===== src/rtl/mr2mmm_pkg.sv =====
// mr2mmm_pkg: shared definitions for the radix-2 Montgomery multiplier
// sequencing controller.
//   MODE_*          2-bit datapath register mode encodings (2'b11 unused)
//   mr2mmm_state_t  controller FSM states
package mr2mmm_pkg;

   localparam logic [1:0] MODE_HOLD = 2'b00;
   localparam logic [1:0] MODE_LOAD = 2'b01;
   localparam logic [1:0] MODE_SHR  = 2'b10;

   typedef enum logic [3:0] {
      IDLE,
      CLR,
      LOAD,
      ADD,
      SHIFT,
      UPD,
      SWAP,
      FIN,
      DONE
   } mr2mmm_state_t;

endpackage


===== src/rtl/mr2mmm_ctrl_if.sv =====
// mr2mmm_ctrl_if: handshake and datapath-control bundle of the Montgomery
// multiplier controller.
//   start                          request from the BBS top level
//   busy, valid                    status back to the BBS top level
//   R1_en, SR1_en, SR2_en, done    2-bit register modes to the datapath
//   clrR1, clrR2, clrSR1, clrSR2   synchronous datapath clears
//   step                           pass select; rising edge latches S
// master = controller side, slave = datapath / BBS side.
interface mr2mmm_ctrl_if;
   logic       start;
   logic       busy;
   logic       valid;
   logic [1:0] R1_en;
   logic [1:0] SR1_en;
   logic [1:0] SR2_en;
   logic [1:0] done;
   logic       clrR1;
   logic       clrR2;
   logic       clrSR1;
   logic       clrSR2;
   logic       step;

   modport master (
      input  start,
      output busy, valid, R1_en, SR1_en, SR2_en, done,
      output clrR1, clrR2, clrSR1, clrSR2, step
   );

   modport slave (
      output start,
      input  busy, valid, R1_en, SR1_en, SR2_en, done,
      input  clrR1, clrR2, clrSR1, clrSR2, step
   );
endinterface


===== src/rtl/mr2mmm_ctrl_iter_counter.sv =====
// iter_counter: per-pass iteration counter.
//   clk, rst  clock, asynchronous active-high reset
//   clr       synchronous clear to 0
//   inc       increment by one
//   last      count equals ITERS-1 (final iteration of a pass)
// One extra bit over $clog2(ITERS) so the count can reach ITERS without
// wrapping.
module iter_counter #(
   parameter int ITERS = 8
) (
   input  logic clk,
   input  logic rst,
   input  logic clr,
   input  logic inc,
   output logic last
);
   localparam int W = $clog2(ITERS) + 1;
   localparam logic [W-1:0] LAST_VAL = W'(ITERS - 1);

   logic [W-1:0] count;

   always_ff @(posedge clk or posedge rst) begin
      if (rst)
         count <= '0;
      else if (clr)
         count <= '0;
      else if (inc)
         count <= count + 1'b1;
   end

   assign last = (count == LAST_VAL);
endmodule


===== src/rtl/mr2mmm_ctrl.sv =====
// mr2mmm_ctrl: sequencing controller for the radix-2 Montgomery multiplier.
// Computes A*B*C*R^-2 mod N as two passes (S = C*B*R^-1, then A*S*R^-1),
// driving every mode, clear and step input of the datapath.
//   clk, rst  clock, asynchronous active-high reset
//   bus       mr2mmm_ctrl_if.master: start/busy/valid handshake, register
//             modes, clears and the registered pass select step
// All outputs are decoded from state or registered; start only affects
// the next-state logic.
module mr2mmm_ctrl
   import mr2mmm_pkg::*;
#(
   parameter int M     = 8,
   parameter int ITERS = M
) (
   input  logic          clk,
   input  logic          rst,
   mr2mmm_ctrl_if.master bus
);
   mr2mmm_state_t state, nstate;
   logic          step_q, step_nxt;
   logic          cnt_clr, cnt_inc, cnt_last;

   iter_counter #(.ITERS(ITERS)) u_cnt (
      .clk  (clk),
      .rst  (rst),
      .clr  (cnt_clr),
      .inc  (cnt_inc),
      .last (cnt_last)
   );

   always_ff @(posedge clk or posedge rst) begin
      if (rst) begin
         state  <= IDLE;
         step_q <= 1'b0;
      end else begin
         state  <= nstate;
         step_q <= step_nxt;
      end
   end

   assign bus.step = step_q;

   always_comb begin
      nstate     = state;
      step_nxt   = step_q;
      cnt_clr    = 1'b0;
      cnt_inc    = 1'b0;
      bus.busy   = (state != IDLE);
      bus.valid  = 1'b0;
      bus.R1_en  = MODE_HOLD;
      bus.SR1_en = MODE_HOLD;
      bus.SR2_en = MODE_HOLD;
      bus.done   = MODE_HOLD;
      bus.clrR1  = 1'b0;
      bus.clrR2  = 1'b0;
      bus.clrSR1 = 1'b0;
      bus.clrSR2 = 1'b0;
      unique case (state)
         IDLE: if (bus.start) nstate = CLR;
         CLR: begin
            bus.clrR1  = 1'b1;
            bus.clrSR1 = 1'b1;
            bus.clrSR2 = 1'b1;
            // R2 is cleared only at the start of pass 0; it is a Moore
            // decode of CLR so start never reaches an output directly.
            bus.clrR2  = ~step_q;
            cnt_clr    = 1'b1;
            nstate     = LOAD;
         end
         LOAD: begin
            bus.SR1_en = MODE_LOAD;
            nstate     = ADD;
         end
         ADD: begin
            bus.SR2_en = MODE_LOAD;
            nstate     = SHIFT;
         end
         SHIFT: begin
            bus.SR2_en = MODE_SHR;
            nstate     = UPD;
         end
         UPD: begin
            bus.R1_en  = MODE_LOAD;
            bus.SR1_en = MODE_SHR;
            cnt_inc    = 1'b1;
            if (cnt_last)
               nstate = step_q ? FIN : SWAP;
            else
               nstate = ADD;
         end
         SWAP: begin
            // R1 is untouched here, so pass-0 S is stable when step rises.
            step_nxt = 1'b1;
            nstate   = CLR;
         end
         FIN: begin
            bus.done = MODE_LOAD;
            nstate   = DONE;
         end
         DONE: begin
            bus.valid = 1'b1;
            step_nxt  = 1'b0;
            nstate    = IDLE;
         end
         default: nstate = IDLE;
      endcase
   end
endmodule


===== src/flat_wrapper.sv =====
// flat-port wrapper written by rule: the top's interface ports become plain ports
module mr2mmm_ctrl_flat import mr2mmm_pkg::*;
#(
   parameter int M     = 8,
   parameter int ITERS = M
)
  (clk, rst, bus_start, bus_busy, bus_valid, bus_R1_en, bus_SR1_en, bus_SR2_en, bus_done, bus_clrR1, bus_clrR2, bus_clrSR1, bus_clrSR2, bus_step);
  mr2mmm_ctrl_if bus_i ();
  input  logic clk;
  input  logic rst;
  input wire logic [$bits(bus_i.start)-1:0] bus_start;
  output wire logic [$bits(bus_i.busy)-1:0] bus_busy;
  output wire logic [$bits(bus_i.valid)-1:0] bus_valid;
  output wire logic [$bits(bus_i.R1_en)-1:0] bus_R1_en;
  output wire logic [$bits(bus_i.SR1_en)-1:0] bus_SR1_en;
  output wire logic [$bits(bus_i.SR2_en)-1:0] bus_SR2_en;
  output wire logic [$bits(bus_i.done)-1:0] bus_done;
  output wire logic [$bits(bus_i.clrR1)-1:0] bus_clrR1;
  output wire logic [$bits(bus_i.clrR2)-1:0] bus_clrR2;
  output wire logic [$bits(bus_i.clrSR1)-1:0] bus_clrSR1;
  output wire logic [$bits(bus_i.clrSR2)-1:0] bus_clrSR2;
  output wire logic [$bits(bus_i.step)-1:0] bus_step;
  assign bus_i.start = bus_start;
  assign bus_busy = bus_i.busy;
  assign bus_valid = bus_i.valid;
  assign bus_R1_en = bus_i.R1_en;
  assign bus_SR1_en = bus_i.SR1_en;
  assign bus_SR2_en = bus_i.SR2_en;
  assign bus_done = bus_i.done;
  assign bus_clrR1 = bus_i.clrR1;
  assign bus_clrR2 = bus_i.clrR2;
  assign bus_clrSR1 = bus_i.clrSR1;
  assign bus_clrSR2 = bus_i.clrSR2;
  assign bus_step = bus_i.step;
  mr2mmm_ctrl #(.M(M), .ITERS(ITERS)) u_core (.clk(clk), .rst(rst), .bus(bus_i));
endmodule

===== config.mk =====
export PLATFORM = sky130hd
export DESIGN_NAME = mr2mmm_ctrl_flat
export DESIGN_NICKNAME = d
export VERILOG_FILES = /design/src/rtl/mr2mmm_pkg.sv /design/src/rtl/mr2mmm_ctrl_if.sv /design/src/rtl/mr2mmm_ctrl_iter_counter.sv /design/src/rtl/mr2mmm_ctrl.sv /design/src/flat_wrapper.sv
export SDC_FILE = /design/constraint.sdc
export NUM_CORES = 1
export LEC_CHECK = 0
export ABC_AREA = 1
export CAP_MARGIN = 10
export CORE_UTILIZATION = 38
export DETAILED_ROUTE_END_ITERATION = 7
export PLACE_DENSITY = 0.72
export SLEW_MARGIN = 10
export SYNTH_ARGS = -nofsm -noshare
export SYNTH_HDL_FRONTEND = slang
export SYNTH_SLANG_ARGS = --single-unit

===== constraint.sdc =====
create_clock -name clk -period 1.2 [get_ports clk]
set_input_delay 0.12 -clock clk [delete_from_list [all_inputs] [get_ports clk]]
set_output_delay 0.12 -clock clk [all_outputs]
set_load 0.1 [all_outputs]

==> key figures <==
Outcome
  – Outcome: finished with violations
  – Violated checks: setup timing

Clock tree
  – Clock-pin transition on the worst setup and hold timing paths: approximately 0.07 ns
  – Worst skew pair latency: approximately 0.27 ns
  – Clock Tree Buf Depth: 2
  – Root Driver: clkbuf_4
  – Clock tree sinks: 9
  – CTS tree: built
  – CTS Hold Buffers Added: 0
  – H-Tree Depth: 1
  – CTS Buf Count: 3

Timing
  – Fmax achieved: roughly 0.66 GHz
  – Final Worst Setup Slack: -0.312 ns
  – Tcrit/Tclk final: 1.26
  – Final setup viols: 16
  – RSZ-0062 raised after global routing: yes
  – Final Hold Violating Endpoints: 0
  – Post-route setup TNS: -3.30 ns
  – Clock Skews: approximately 0.0043 ns
  – Crit path time final: roughly 1.5 ns
  – Max Transition Viols Final: 0

Critical path
  – Req. time, crit path: 1.08 ns
  – Kind of critical path: reg2out
  – Critical-path maximum fanout: 5
  – Critical Path Source Type: register
  – Worst reg-to-reg setup slack: -0.05 ns
  – Worst Setup End Kind: output pin
  – WP data arrival: around 1.4 ns
  – Worst Reg-to-Reg Cells: 6
  – Worst r2r dst: u_core.state[0]
  – R2r startpoint: u_core.state[0]

Final layout
  – Nets: 111
  – Layout area overhead: 108%
  – # fillers: 62
  – Layout cells sized above 1: 0.660
  – Fin cells: 121
  – Commonest non-fill, non-tap cell in the layout: buf_4
  – Antenna cells: 0
  – Most frequent cells in the layout: buf_4 (14), buf_12 (13), nand2_1 (10)
  – Final instance area: roughly 1100 µm²

Logic synthesis
  – Synth top area cells: dfrtp_1 (42%), nand2_1 (11%), buf_4 (8.4%)
  – Seq/Total Area, Yosys: 0.421
  – Simple-gate share of the synthesized area: 0.327
  – Synth Area in Compound Gates: 0.0467
  – Syn. warnings: 0
  – Yosys top cell area share: 0.421
  – Mux cell area share after synthesis: 0
  – Xor/xnor share of the synthesized area: 0
  – Largest area contributor in the netlist: dfrtp_1
  – Adder-Cell Fraction of Synth Area: 0.0234
  – Unique masters post-synth: 18
  – Synth Register Bits: 9
  – Main combinational cell family by area after synthesis: simple AND/OR/NAND/NOR gates
  – Mapped cell area: 536 µm²
  – Cells after Synth: 73
  – Mean post-synth cell area: roughly 7.3 µm²

Run
  – Max-cap violations: 0

Global route
  – Initial antenna violation count: 0
  – First-pass GRT wire length: approximately 2.5 mm
  – Largest net degree at the start of global routing: 10
  – Vias in the first global route: between 500 and 600
  – Gr usage total: 0.261
  – Overflow after GRT: 0

Die
  – FP Rows: 13
  – Core ar.: 1300 µm²
  – Die H: between 30 and 40 µm
  – Die width: 39.5 µm
  – Ports: 18
  – Initial Util: 0.412
  – Die area: about 1600 µm²

Detailed routing
  – Vias: approximately 620
  – Remaining DRCs: 0
  – First-pass DRT Iterations: 4
  – Avg WL per Cell: around 16 µm
  – Via/cell ratio: 5.14
  – Post-route ant nets: 0
  – Total Wirelength: about 1.9 mm
  – Iteration-0 DRC Markers: 24

Place
  – Placement Cell Area: slightly above 900 µm²
  – Post-placement cell count: between 100 and 150
  – IO buf count: 15
  – Gp weighted congestion: 0.866
  – DP HPWL: slightly below 1 mm

Worst hold path
  – Min-Delay Path Class: in2async
[flip-flops by register name (all words and copies together), names as in the netlist]
signal / flops
u_core.state: 4
u_core.u_cnt.count: 4
u_core.bus.step: 1
[cells by family after synthesis]
| kind of cell | Yosys count |
|---|---|
| other | 1 |
| buffers and inverters | 19 |
| and+or+nand+nor | 38 |
| adders and majority gates | 1 |
| DFF | 9 |
| AOI/OAI and AO/OA | 5 |
[through the flow]
| stage | utilization | hold WS [ns] | setup slack (ns) |
|---|---|---|---|
| 6_report | 0.857 | 0.115 | -0.312 |
| 4_1_cts | 0.771 | 0.113 | -0.246 |
| 2_1_floorplan | - | -0.0521 | -0.460 |
| 3_3_place_gp | 0.696 | 0.401 | 0.0222 |
| 5_1_grt | 0.857 | 0.144 | -0.351 |
| 3_5_place_dp | 0.696 | 0.403 | 0.00613 |
[worst max-delay path by stage]
stage | from | endpoint | slack, ns
CTS | u_core.state[2] | bus_clrSR1 | -0.25
finish | u_core.state[0] | bus_clrSR2 | -0.31
global placement | u_core.state[1] | bus_R1_en[0] | 0.02
floorplan | u_core.state[0] | bus_clrSR1 | -0.46
global route | u_core.state[0] | bus_clrSR1 | -0.35
detailed placement | u_core.state[1] | bus_R1_en[0] | 0.006
[cells in the mapped netlist (all sizes together)]
| library cell | n |
|---|---|
| conb | 1 |
| nor3 | 2 |
| nor2 | 9 |
| dfrtp | 9 |
| a21oi | 2 |
| inv | 13 |
| or2 | 1 |
| ha | 1 |
| nand2 | 18 |
| buf | 6 |
| nand4 | 2 |
| nand3 | 6 |
| o21ai | 3 |
[metal layers]
layer	wire length [µm]	vias to the layer above	global-route usage
met5	0	-	0
met4	55	0	0.103
met3	102	8	0.0682
met2	1030	38	0.430
met1	755	289	0.320
li1	-	287	-
[what timing repair did]
action / CTS / global route
endpoints found under the hold margin: 0 / 0
pin swaps: 3 / 13
setup buffers: 5 / 7
cloned: 0 / 0
endpoints found under the setup margin: 12 / 18
gates resized for setup: 10 / 22
[worst max-delay path, stage by stage (launching register included)]
cell and delay, ns:
dfrtp_2 0.46, inv_2 0.09, nor2_2 0.15, nand2_4 0.09, clkinvlp_4 0.15, buf_12 0.19
[layout make-up]
cell class | instances | area (µm²) | share of cell area
Inverter | 13 | 68.8 | 0.0617
Timing Repair Buffer | 34 | 442 | 0.396
Clock buffer | 4 | 26.3 | 0.0236
Tap cell | 15 | 18.8 | 0.0168
Sequential cell | 9 | 230 | 0.207
Multi-Input combinational cell | 46 | 329 | 0.295
Power is left out: the tool's default activity adds up to more than one toggle a clock period on the data nets, which glitch-free logic cannot reach.
